`config.mk`:
```
export PLATFORM = sky130hd
export DESIGN_NAME = boot_sequencer
export DESIGN_NICKNAME = d
export VERILOG_FILES = /design/src/rtl/boot_sequencer.sv
export SDC_FILE = /design/constraint.sdc
export NUM_CORES = 1
export LEC_CHECK = 0
export ABC_AREA = 0
export CAP_MARGIN = 20
export CELL_PAD_IN_SITES_DETAIL_PLACEMENT = 1
export CELL_PAD_IN_SITES_GLOBAL_PLACEMENT = 1
export CORE_MARGIN = 2
export CORE_UTILIZATION = 49
export DETAILED_ROUTE_END_ITERATION = 16
export PLACE_DENSITY_LB_ADDON = 0.1
export SLEW_MARGIN = 30
export SYNTH_ARGS = -nofsm -noshare
export SYNTH_HDL_FRONTEND = slang
export SYNTH_SLANG_ARGS = --single-unit
```
`constraint.sdc`:
```
create_clock -name clk -period 6.4 [get_ports clk]
set_clock_uncertainty 0.05 [all_clocks]
set_input_delay 0.64 -clock clk [delete_from_list [all_inputs] [get_ports clk]]
set_output_delay 0.64 -clock clk [all_outputs]
set_load 0.02 [all_outputs]
```
`src/rtl/boot_sequencer.sv`:
```
`default_nettype none
// +----------------------------------------------------------------------+
// | Module      : boot_sequencer                                         |
// | Description : Multi-channel power-up / boot sequencer. Staggers the  |
// |               enable of each external module, waits a boot time,     |
// |               then raises ready (tristate output-enable). Supports   |
// |               per-channel restart and an optional heartbeat watchdog |
// |               with a sticky fault flag.                              |
// | Revision    : 1.0  initial release                                   |
// +----------------------------------------------------------------------+
module boot_sequencer #(
  parameter int NUM_CHANNELS    = 4,
  parameter int BOOT_CYCLES     = 16_000_000,
  parameter int STAGGER_CYCLES  = 1600,
  parameter int OFF_CYCLES      = 16000,
  parameter int WATCHDOG_CYCLES = 0,
  parameter int CNT_WIDTH       = 32
) (
  input  logic                    clk,
  input  logic                    rst,
  input  logic [NUM_CHANNELS-1:0] restart,
  input  logic [NUM_CHANNELS-1:0] heartbeat,
  input  logic                    clear_fault,
  output logic [NUM_CHANNELS-1:0] en,
  output logic [NUM_CHANNELS-1:0] ready,
  output logic [NUM_CHANNELS-1:0] fault,
  output logic                    all_ready
);

  typedef enum logic [1:0] {
    ST_WAIT_SLOT = 2'd0,
    ST_BOOT      = 2'd1,
    ST_READY     = 2'd2,
    ST_OFF       = 2'd3
  } chan_state_t;

  // Terminal counts are "value - 1" because each timer starts at 0 on entry.
  localparam logic [CNT_WIDTH-1:0] c_SLOT_LAST =
    CNT_WIDTH'((NUM_CHANNELS - 1) * STAGGER_CYCLES);
  localparam logic [CNT_WIDTH-1:0] c_BOOT_LAST = CNT_WIDTH'(BOOT_CYCLES - 1);
  localparam logic [CNT_WIDTH-1:0] c_OFF_LAST  = CNT_WIDTH'(OFF_CYCLES - 1);
  localparam logic                 c_WD_EN     = (WATCHDOG_CYCLES != 0);
  localparam logic [CNT_WIDTH-1:0] c_WD_LAST   =
    CNT_WIDTH'((WATCHDOG_CYCLES == 0) ? 0 : WATCHDOG_CYCLES - 1);

  logic [CNT_WIDTH-1:0]    r_slot;
  logic [NUM_CHANNELS-1:0] r_hb_s1;
  logic [NUM_CHANNELS-1:0] r_hb_s2;
  logic [NUM_CHANNELS-1:0] r_hb_dly;
  logic [NUM_CHANNELS-1:0] r_en;
  logic [NUM_CHANNELS-1:0] r_ready;
  logic [NUM_CHANNELS-1:0] r_fault;

  // Global slot counter: runs once after reset and parks on the last slot.
  always_ff @(posedge clk or posedge rst) begin
    if (rst) begin
      r_slot <= '0;
    end else if (r_slot != c_SLOT_LAST) begin
      r_slot <= r_slot + 1'b1;
    end
  end

  // Heartbeat synchroniser plus delay flop for toggle detection.
  always_ff @(posedge clk or posedge rst) begin
    if (rst) begin
      r_hb_s1  <= '0;
      r_hb_s2  <= '0;
      r_hb_dly <= '0;
    end else begin
      r_hb_s1  <= heartbeat;
      r_hb_s2  <= r_hb_s1;
      r_hb_dly <= r_hb_s2;
    end
  end

  genvar g;
  generate
    for (g = 0; g < NUM_CHANNELS; g++) begin : g_chan
      localparam logic [CNT_WIDTH-1:0] c_SLOT = CNT_WIDTH'(g * STAGGER_CYCLES);

      chan_state_t          r_state;
      chan_state_t          w_state_nxt;
      logic [CNT_WIDTH-1:0] r_timer;
      logic [CNT_WIDTH-1:0] w_timer_nxt;
      logic [CNT_WIDTH-1:0] r_wd;
      logic [CNT_WIDTH-1:0] w_wd_nxt;
      logic                 w_timeout;
      logic                 w_hb_edge;

      assign w_hb_edge = r_hb_s2[g] ^ r_hb_dly[g];

      // Next-state logic; one timer serves both the boot wait and off hold.
      always_comb begin
        w_state_nxt = r_state;
        w_timer_nxt = r_timer;
        w_wd_nxt    = r_wd;
        w_timeout   = 1'b0;
        case (r_state)
          ST_WAIT_SLOT: begin
            if (r_slot == c_SLOT) begin
              w_state_nxt = ST_BOOT;
              w_timer_nxt = '0;
            end
          end
          ST_BOOT: begin
            if (restart[g]) begin
              w_state_nxt = ST_OFF;
              w_timer_nxt = '0;
            end else if (r_timer == c_BOOT_LAST) begin
              w_state_nxt = ST_READY;
              w_wd_nxt    = '0;
            end else begin
              w_timer_nxt = r_timer + 1'b1;
            end
          end
          ST_READY: begin
            if (c_WD_EN) begin
              if (w_hb_edge) begin
                w_wd_nxt = '0;
              end else if (r_wd == c_WD_LAST) begin
                w_timeout = 1'b1;
              end else begin
                w_wd_nxt = r_wd + 1'b1;
              end
            end
            if (restart[g] || w_timeout) begin
              w_state_nxt = ST_OFF;
              w_timer_nxt = '0;
            end
          end
          ST_OFF: begin
            if (restart[g]) begin
              w_timer_nxt = '0;
            end else if (r_timer == c_OFF_LAST) begin
              w_state_nxt = ST_BOOT;
              w_timer_nxt = '0;
            end else begin
              w_timer_nxt = r_timer + 1'b1;
            end
          end
          default: w_state_nxt = ST_WAIT_SLOT;
        endcase
      end

      // State, counters and registered outputs; a timeout beats clear_fault.
      always_ff @(posedge clk or posedge rst) begin
        if (rst) begin
          r_state    <= ST_WAIT_SLOT;
          r_timer    <= '0;
          r_wd       <= '0;
          r_en[g]    <= 1'b0;
          r_ready[g] <= 1'b0;
          r_fault[g] <= 1'b0;
        end else begin
          r_state    <= w_state_nxt;
          r_timer    <= w_timer_nxt;
          r_wd       <= w_wd_nxt;
          r_en[g]    <= (w_state_nxt == ST_BOOT) || (w_state_nxt == ST_READY);
          r_ready[g] <= (w_state_nxt == ST_READY);
          r_fault[g] <= (r_fault[g] & ~clear_fault) | w_timeout;
        end
      end
    end
  endgenerate

  assign en        = r_en;
  assign ready     = r_ready;
  assign fault     = r_fault;
  assign all_ready = &r_ready;

endmodule
`default_nettype wire

```
### Word-level counts from Yosys, hierarchy flattened

Cells that the tools add are included.

* word-level logic and storage cells: 145
* flip-flop bits (word level): 180
* input port bits: 11
* output and inout port bits: 13

* bitwise gates (word level): 5
* add/subtract/negate cells: 5
* reductions and logical operators: 14
* equal/unequal tests: 44
* multiplexer cells: 56

Operators by type and width (count)
* $mux W32: 24
* $pmux W32 S4: 4
* $add A32 B1 Y32 const B: 5
* $eq A32 B14 Y1 const B: 4
* $eq A32 B24 Y1 const B: 4
* $mux W2: 24
* $eq A32 B11 Y1 const B: 1
* $eq A32 B12 Y1 const B: 1
* $eq A32 B13 Y1 const B: 1
* $logic_not A32 Y1: 1
* $ne A32 B13 Y1 const B: 1
* $pmux W2 S4: 4
* $eq A2 B2 Y1 const B: 12
* $eq A2 B1 Y1 const B: 8
* $ne A2 B2 Y1 const B: 8
* $ne A3 B3 Y1 const B: 4
* $reduce_and A3 Y1: 4
* $logic_not A2 Y1: 4
* $and A1 B1 Y1: 4
* $logic_or A1 B1 Y1: 4
* $reduce_and A4 Y1: 1
* $not A1 Y1: 1

### Longest topological paths before layout

Gate-level depths: netlist (run 1).

* depth in word-level cells: 6
* mapped depth: 12
* gate-level depth less buffers: 10

### Least setup slack after synthesis (run 1)

Ideal clock, no wire load.

* kind: flip-flop to flip-flop
* start: register r_slot[0]
* end: register g_chan[0].r_timer[19]
* period minus slack after synthesis: 2523 ps
* setup slack: 3877 ps
* stages on the path, launching flop included: 12
* required time: 6273 ps
* data arrival time: 2396 ps
* path buffers: 1
* setup time: 77 ps
* cells stage by stage: dfrtp_1 inv_1 ha_1 nor4b_2 nand4_2 nor4_4 nor2_2 a21oi_4 inv_2 buf_6 or4_1 a21oi_1

* word-level cells in the longest chain between the ends: 3

RTL lines
* start: declaration: RTL line 46 `logic [CNT_WIDTH-1:0] r_slot;`
* start signal: assignment: RTL line 59 `r_slot <= r_slot + 1'b1;`
* $logic_not A32 Y1: RTL line 100 `if (r_slot == c_SLOT) begin`
* $ne A2 B2 Y1 (no source line)
* $reduce_and A3 Y1 (no source line)
* end signal: assignment: RTL line 156 `r_timer <= w_timer_nxt;`
* end: declaration: RTL line 83 `logic [CNT_WIDTH-1:0] r_timer;`

No other way between the ends.
A chain may end at the register's enable or synchronous reset.

### Worst setup path after layout (run 1)

* start: register r_slot[0]
* end: register g_chan[3].r_timer[2]

* word-level cells in the longest chain between the ends: 3

RTL lines (RTL line)
* $eq A32 B13 Y1: 100
* $ne A2 B2 Y1 (no source line)
* $reduce_and A3 Y1 (no source line)
* end signal: assignment: 156
* end: declaration: 83

No other way between the ends.

==> flow_metrics.py, run 1 <==
metrics = {
    "run_status": {
        "outcome": "finished, final reports clean",
    },
    "drt": {
        "drtAntennaViolNets": 0,
        "drcViolationCount": 0,
        "wl_microns": 26400,
        "drt_iter0_drc": 420,
        "first_pass_iters": 4,
        "avgRoutedWirePerCell_microns": 19.0,
        "viasPerCell": 6.24,
        "vias": 8687,
    },
    "logic_synthesis": {
        "yosysSeqAreaShare": 0.455,
        "synth_cell_type_count": 67,
        "synth_top_cell_by_area": "dfrtp_1",
        "yosysMostFrequentCell": "dfrtp_1",
        "synth-main-ff-cell": "dfrtp_1",
        "synth_commonest_cells": "dfrtp_1 (180), nand2_1 (125), o21ai_0 (112)",
        "netlist.area_leader.share": 0.455,
        "postSynthCellCount": 1111,
        "ys_ff_latch": 180,
        "synth-edff-count": 0,
        "ys_top_cells_by_area": "dfrtp_1 (45%), o21ai_0 (5.7%), nand2_1 (4.7%)",
        "yosys_warnings": 0,
        "synth_nets": 1132,
        "avgSynthCellArea_sq_um": 8.92,
        "async_reset_ff_frac": 1.00,
        "syn-cell-area_sq_um": 9910,
    },
    "placed_design": {
        "hpwl_microns": 17600,
        "gp_congestion": 0.819,
        "pre_cts_slack_ns": 2.68,
        "place_area_sq_um": 10300,
        "placed_cells": 1360,
        "port-buffer-count": 19,
    },
    "clock_network": {
        "cts_tree": "done",
        "clk_latency_ns": 0.44,
        "cts-htree-levels": 4,
        "cts-root-buf": "clkbuf_16",
        "hold_buffers": 0,
        "cts_buffers": 17,
        "cts_resized": 0,
        "post-cts-setup-buffers": 0,
        "clkTransAtPathRegs_ns": 0.07,
        "clockBufferDepth": 2,
        "clock_sinks": 180,
    },
    "final_layout": {
        "num-fill-cells": 2367,
        "fin_area_sq_um": 11000,
        "antenna_cells": 0,
        "final_core_util": 0.547,
        "syn_to_final_growth_pct": 10.7,
        "instances_no_fill": 1393,
        "nets": 1131,
        "layout-drive-gt1-share": 0.0650,
    },
    "die": {
        "die_w_microns": 146,
        "fp.coreArea_sq_um": 20000,
        "initial_utilization": 0.495,
        "core.rowCount": 52,
        "die_area_sq_um": 21400,
        "io_pins": 24,
        "fp.dieH_microns": 146,
    },
    "worst_setup_path": {
        "critPathTopFamily": "simple AND/OR/NAND/NOR gates",
        "crit_type": "reg2reg",
        "critical_path_arrival_ns": 3.98,
        "path_cells": "inv_1 -> ha_1 -> nor4b_2 -> nand4_2 -> nor3_1 -> nor3_1 -> nor2_2 -> inv_1 -> a221o_1",
        "critPathMaxFanout": 16,
        "r2r.worst_path.cells": 9,
        "critical-path-max-stage-delay_ns": 0.68,
        "worst_path_max_delay_cell": "nor2_2",
        "cp.required_ns": 6.67,
        "cp_num_cells": 9,
        "crit_buf_inv": 2,
        "cp-end-kind": "flop",
        "start_kind": "flop",
    },
    "power": {
        "ir_drop_v": 0.000159,
        "leakage_nw": 4.40,
        "power_mw": 2.41,
        "powerDensity_nw_per_um2": 220,
    },
    "global_routing": {
        "globalRouteOverflowTotal": 0,
        "grt_pass1_wl_microns": 45400,
        "grt_max_degree": 124,
        "grt_pass1_vias": 8860,
        "track_usage": 0.258,
        "grt_antenna_before_repair": 0,
    },
    "timing": {
        "rsz0062_at_grt": "no",
        "relSlewSlack": 0.384,
        "worst_pin_slew_ns": 0.921,
        "max_freq_mhz": 269,
        "postLayoutSetupSlackWorst_ns": 2.69,
        "min_period_ns": 3.71,
        "hold_viol": 0,
        "fin_tns_setup_ns": 0,
        "setup-violations-final": 0,
        "finalCritPeriodShare": 0.580,
        "final-max-slew-violation-count": 0,
        "whs_ns": 0.429,
    },
    "hold_path": {
        "hp-class": "reg2reg",
        "holdPathStages": 1,
    },
    "job": {
        "cap_violations": 0,
    },
}
cells in the final DEF (no fill, tap or decap), drive strengths merged, types with 5 or more instances in the layout:
cell type	n
nor2b	14
xnor2	21
a21o	6
and3	22
and2	8
buf	8
clkbuf	19
nand2	125
o22a	9
nand2b	10
ha	10
xor2	13
and4	13
inv	29
nor4b	6
or3	19
bufinv	5
nand4	43
o211ai	8
nor2	79
o31ai	48
a31oi	42
or2	9
or4	14
nor3	30
o41ai	8
o21ai	118
o21a	5
dfrtp	180
a21oi	54
clkdlybuf4s50	19
nor4	32
nand3	56
area by class of cell:
| type | count | area (sq um) | share of cell area |
|---|---|---|---|
| multi-input combinational | 856 | 5090 | 0.464 |
| sequential | 180 | 4500 | 0.411 |
| clock buffer | 19 | 443 | 0.0404 |
| tap | 270 | 338 | 0.0308 |
| timing repair buffer | 27 | 278 | 0.0253 |
| clock inverter | 13 | 204 | 0.0186 |
| inverter | 28 | 113 | 0.0103 |
worst paths after layout:
| kind | slack, ns | start | to |
|---|---|---|---|
| worst min-delay path | 0.43 | g_chan[2].r_timer[31] | g_chan[2].r_timer[31] |
| worst min register to register | 0.43 | g_chan[2].r_timer[31] | g_chan[2].r_timer[31] |
| max in group asynchronous | 4.58 | rst | r_slot[10] |
| worst max register to register | 2.69 | r_slot[0] | g_chan[3].r_timer[2] |
| worst max-delay path | 2.69 | r_slot[0] | g_chan[3].r_timer[2] |
| min in group asynchronous | 0.57 | rst | g_chan[3].r_timer[14] |
sequential cells by signal, summed over array words and instances (netlist names):
register and cells:
en 4, fault 4, g_chan.r_state 8, g_chan.r_timer 128, r_slot 32, ready 4
cells by family after synthesis:
logic type | count (synthesis) | synth area share
DFF | 180 | 0.455
adders and majority gates | 10 | 0.0126
muxes | 1 | 0.00114
and+or+nand+nor | 492 | 0.268
xor gates and xnor gates | 34 | 0.0301
buffers and inverters | 75 | 0.0338
AOI/OAI and AO/OA | 319 | 0.200
layer usage:
layer  global-route usage  vias to the layer above  wire [microns]  part of all wire
met2                0.425                       81           12800              0.49
met5                    0                        -               0                 0
li1                     -                     4164               -                 -
met1                0.361                     4416           12800              0.48
met3               0.0372                       26             522             0.020
met4               0.0665                        0             314             0.012
where the power goes:
part / total, mW / switching, mW / internal [mW]
Clock: 1.17 / 0.464 / 0.703
Sequential: 1.16 / 0.00982 / 1.15
Combinational: 0.0928 / 0.0664 / 0.0265
Total: 2.41 / 0.541 / 1.87
(Power assumes the default switching activity.)
==> inputs of run 2 (changes only) <==
- CORE_UTILIZATION: 49 -> 44
- clock period: 6.4 -> 3.1 ns (I/O delays scaled with it)
==> run 2 against run 1 <==
  * First-iteration DRC count increased by 13%
  * Clock power increased by 80%
  * Routed wire length increased by 0.65%
  * Non-clock buffer count increased by 21
  * Critical path type unchanged
  * Highest routed layer unchanged
==> flow_metrics.py, run 2 (synthesis gave the netlist of run 1 again) <==
metrics = {
    "die": {
        "initial_utilization": 0.451,
        "fp.dieH_microns": 154,
        "core.rowCount": 54,
        "fp.coreArea_sq_um": 22000,
        "die_w_microns": 154,
        "io_pins": 24,
        "die_area_sq_um": 23700,
    },
    "drt": {
        "drt_iter0_drc": 476,
        "first_pass_iters": 4,
        "drcViolationCount": 0,
        "viasPerCell": 6.11,
        "avgRoutedWirePerCell_microns": 18.7,
        "vias": 8705,
        "drtAntennaViolNets": 0,
        "wl_microns": 26600,
    },
    "clock_network": {
        "clockBufferDepth": 2,
        "cts_tree": "done",
        "cts-root-buf": "clkbuf_16",
        "cts_buffers": 17,
        "clk_latency_ns": 0.44,
        "hold_buffers": 0,
        "clock_sinks": 180,
        "post-cts-setup-buffers": 0,
        "cts_resized": 0,
        "cts-htree-levels": 4,
        "clkTransAtPathRegs_ns": 0.07,
    },
    "timing": {
        "final-max-slew-violation-count": 0,
        "rsz0062_at_grt": "no",
        "min_period_ns": 2.94,
        "worst_pin_slew_ns": 0.892,
        "hold_viol": 0,
        "setup-violations-final": 0,
        "fin_tns_setup_ns": 0,
        "postLayoutSetupSlackWorst_ns": 0.160,
        "relSlewSlack": 0.405,
        "finalCritPeriodShare": 0.948,
        "max_freq_mhz": 340,
    },
    "worst_setup_path": {
        "rrSetupSlack_ns": 0.16,
        "critical_path_arrival_ns": 3.23,
        "cp.required_ns": 3.39,
        "path_cells": "or4_1 -> or4_4 -> nor4b_1 -> o21a_2 -> buf_12 -> o21ai_0 -> o31ai_1",
        "crit_type": "reg2reg",
        "start_kind": "flop",
        "cp-end-kind": "flop",
        "critical-path-max-stage-delay_ns": 0.59,
        "worst_path_max_delay_cell": "or4_4",
        "critPathMaxFanout": 29,
    },
    "power": {
        "leakage_nw": 4.46,
        "p_switching_mw": 1.12,
        "p_int_mw": 3.57,
        "switching_share": 0.239,
        "p_comb_frac": 0.042,
        "ir_drop_v": 0.000274,
        "powerDensity_nw_per_um2": 424,
        "p_clk_frac": 0.450,
        "p_seq_frac": 0.508,
    },
    "placed_design": {
        "hpwl_microns": 18000,
        "pre_cts_slack_ns": 0.155,
        "place_area_sq_um": 10500,
        "gp_congestion": 0.794,
        "port-buffer-count": 19,
        "placed_cells": 1392,
    },
    "global_routing": {
        "grt_pass1_vias": 9012,
        "grt_antenna_before_repair": 0,
        "grt_max_degree": 99,
        "globalRouteOverflowTotal": 0,
        "grt_pass1_wl_microns": 46600,
        "track_usage": 0.237,
    },
    "final_layout": {
        "antenna_cells": 0,
        "largestRegisters": "g_chan.r_timer: 128 flops, r_slot: 32 flops, g_chan.r_state: 8 flops",
        "layout_commonest_cell": "dfrtp_1",
        "nets": 1152,
        "largest_register": "g_chan.r_timer",
        "fin_area_sq_um": 11100,
        "instances_no_fill": 1424,
        "layout-drive-gt1-share": 0.0822,
        "syn_to_final_growth_pct": 11.6,
        "largest_reg_flops": 128,
        "final_cell_mix": "dfrtp_1 (180), nand2_1 (125), o21ai_0 (112), nor2_1 (76), nand3_1 (55)",
    },
    "job": {
        "cap_violations": 0,
    },
    "hold_path": {
        "hp-class": "in2async",
    },
    "run_status": {
        "outcome": "finished, final reports clean",
    },
}
## run 2: cell types whose count changed in the layout (fill, tap and decap cells not counted), moves of 2 or more
cell | before | now
buf_6 | 2 | 0
clkinv_4 | 0 | 4
buf_12 | 0 | 2
bufinv_16 | 5 | 1
buf_4 | 5 | 27
## run 2: final timing paths
check	startpoint	endpoint	depth (start not counted)
max	g_chan[2].r_timer[26]	g_chan[2].r_timer[21]	7
min	rst	g_chan[0].r_timer[30]	2
max reg2reg	g_chan[2].r_timer[26]	g_chan[2].r_timer[21]	7
min reg2reg	g_chan[2].r_timer[31]	g_chan[2].r_timer[31]	1
max in group asynchronous	rst	r_slot[0]	3
min in group clk	g_chan[2].r_timer[31]	g_chan[2].r_timer[31]	1
## run 2: stage by stage
stage	power, mW	hold WS, ns	util
finish	4.69	0.102	0.504
global route	4.87	0.119	0.504
CTS	4.75	0.0963	0.503
detailed placement	2.63	0.420	0.477
global placement	2.62	0.413	0.477
floorplan	2.56	0.326	-
## run 2: area by class of cell
type / count / area (sq um)
fill: 2561 / 10900
sequential: 180 / 4500
clock inverter: 11 / 105
clock buffer: 21 / 460
tap: 280 / 350
timing repair buffer: 48 / 433
multi-input combinational: 856 / 5090
inverter: 28 / 111
## run 2: power by group through the flow
stage,Combinational [mW],Sequential [mW],Clock [mW]
after CTS,0.201,2.38,2.17
after global placement,0.195,2.43,0
final,0.196,2.38,2.11
after detailed placement,0.199,2.43,0
after floorplan,0.131,2.42,0
after global routing,0.227,2.39,2.26
## run 2: per-layer routing
metal | up-vias | share of wire | global-route usage
li1 | 4212 | - | -
met1 | 4388 | 0.49 | 0.333
met2 | 84 | 0.48 | 0.391
met3 | 21 | 0.021 | 0.0316
met4 | 0 | 0.011 | 0.0565
met5 | - | 0 | 0
## run 2: critical path, delay by kind of cell (launching register included)
kind,cells,cell delay [ns]
AOI/OAI and AO/OA,3,0.52
DFF,1,0.45
and+or+nand+nor,3,1.62
buffers and inverters,1,0.21
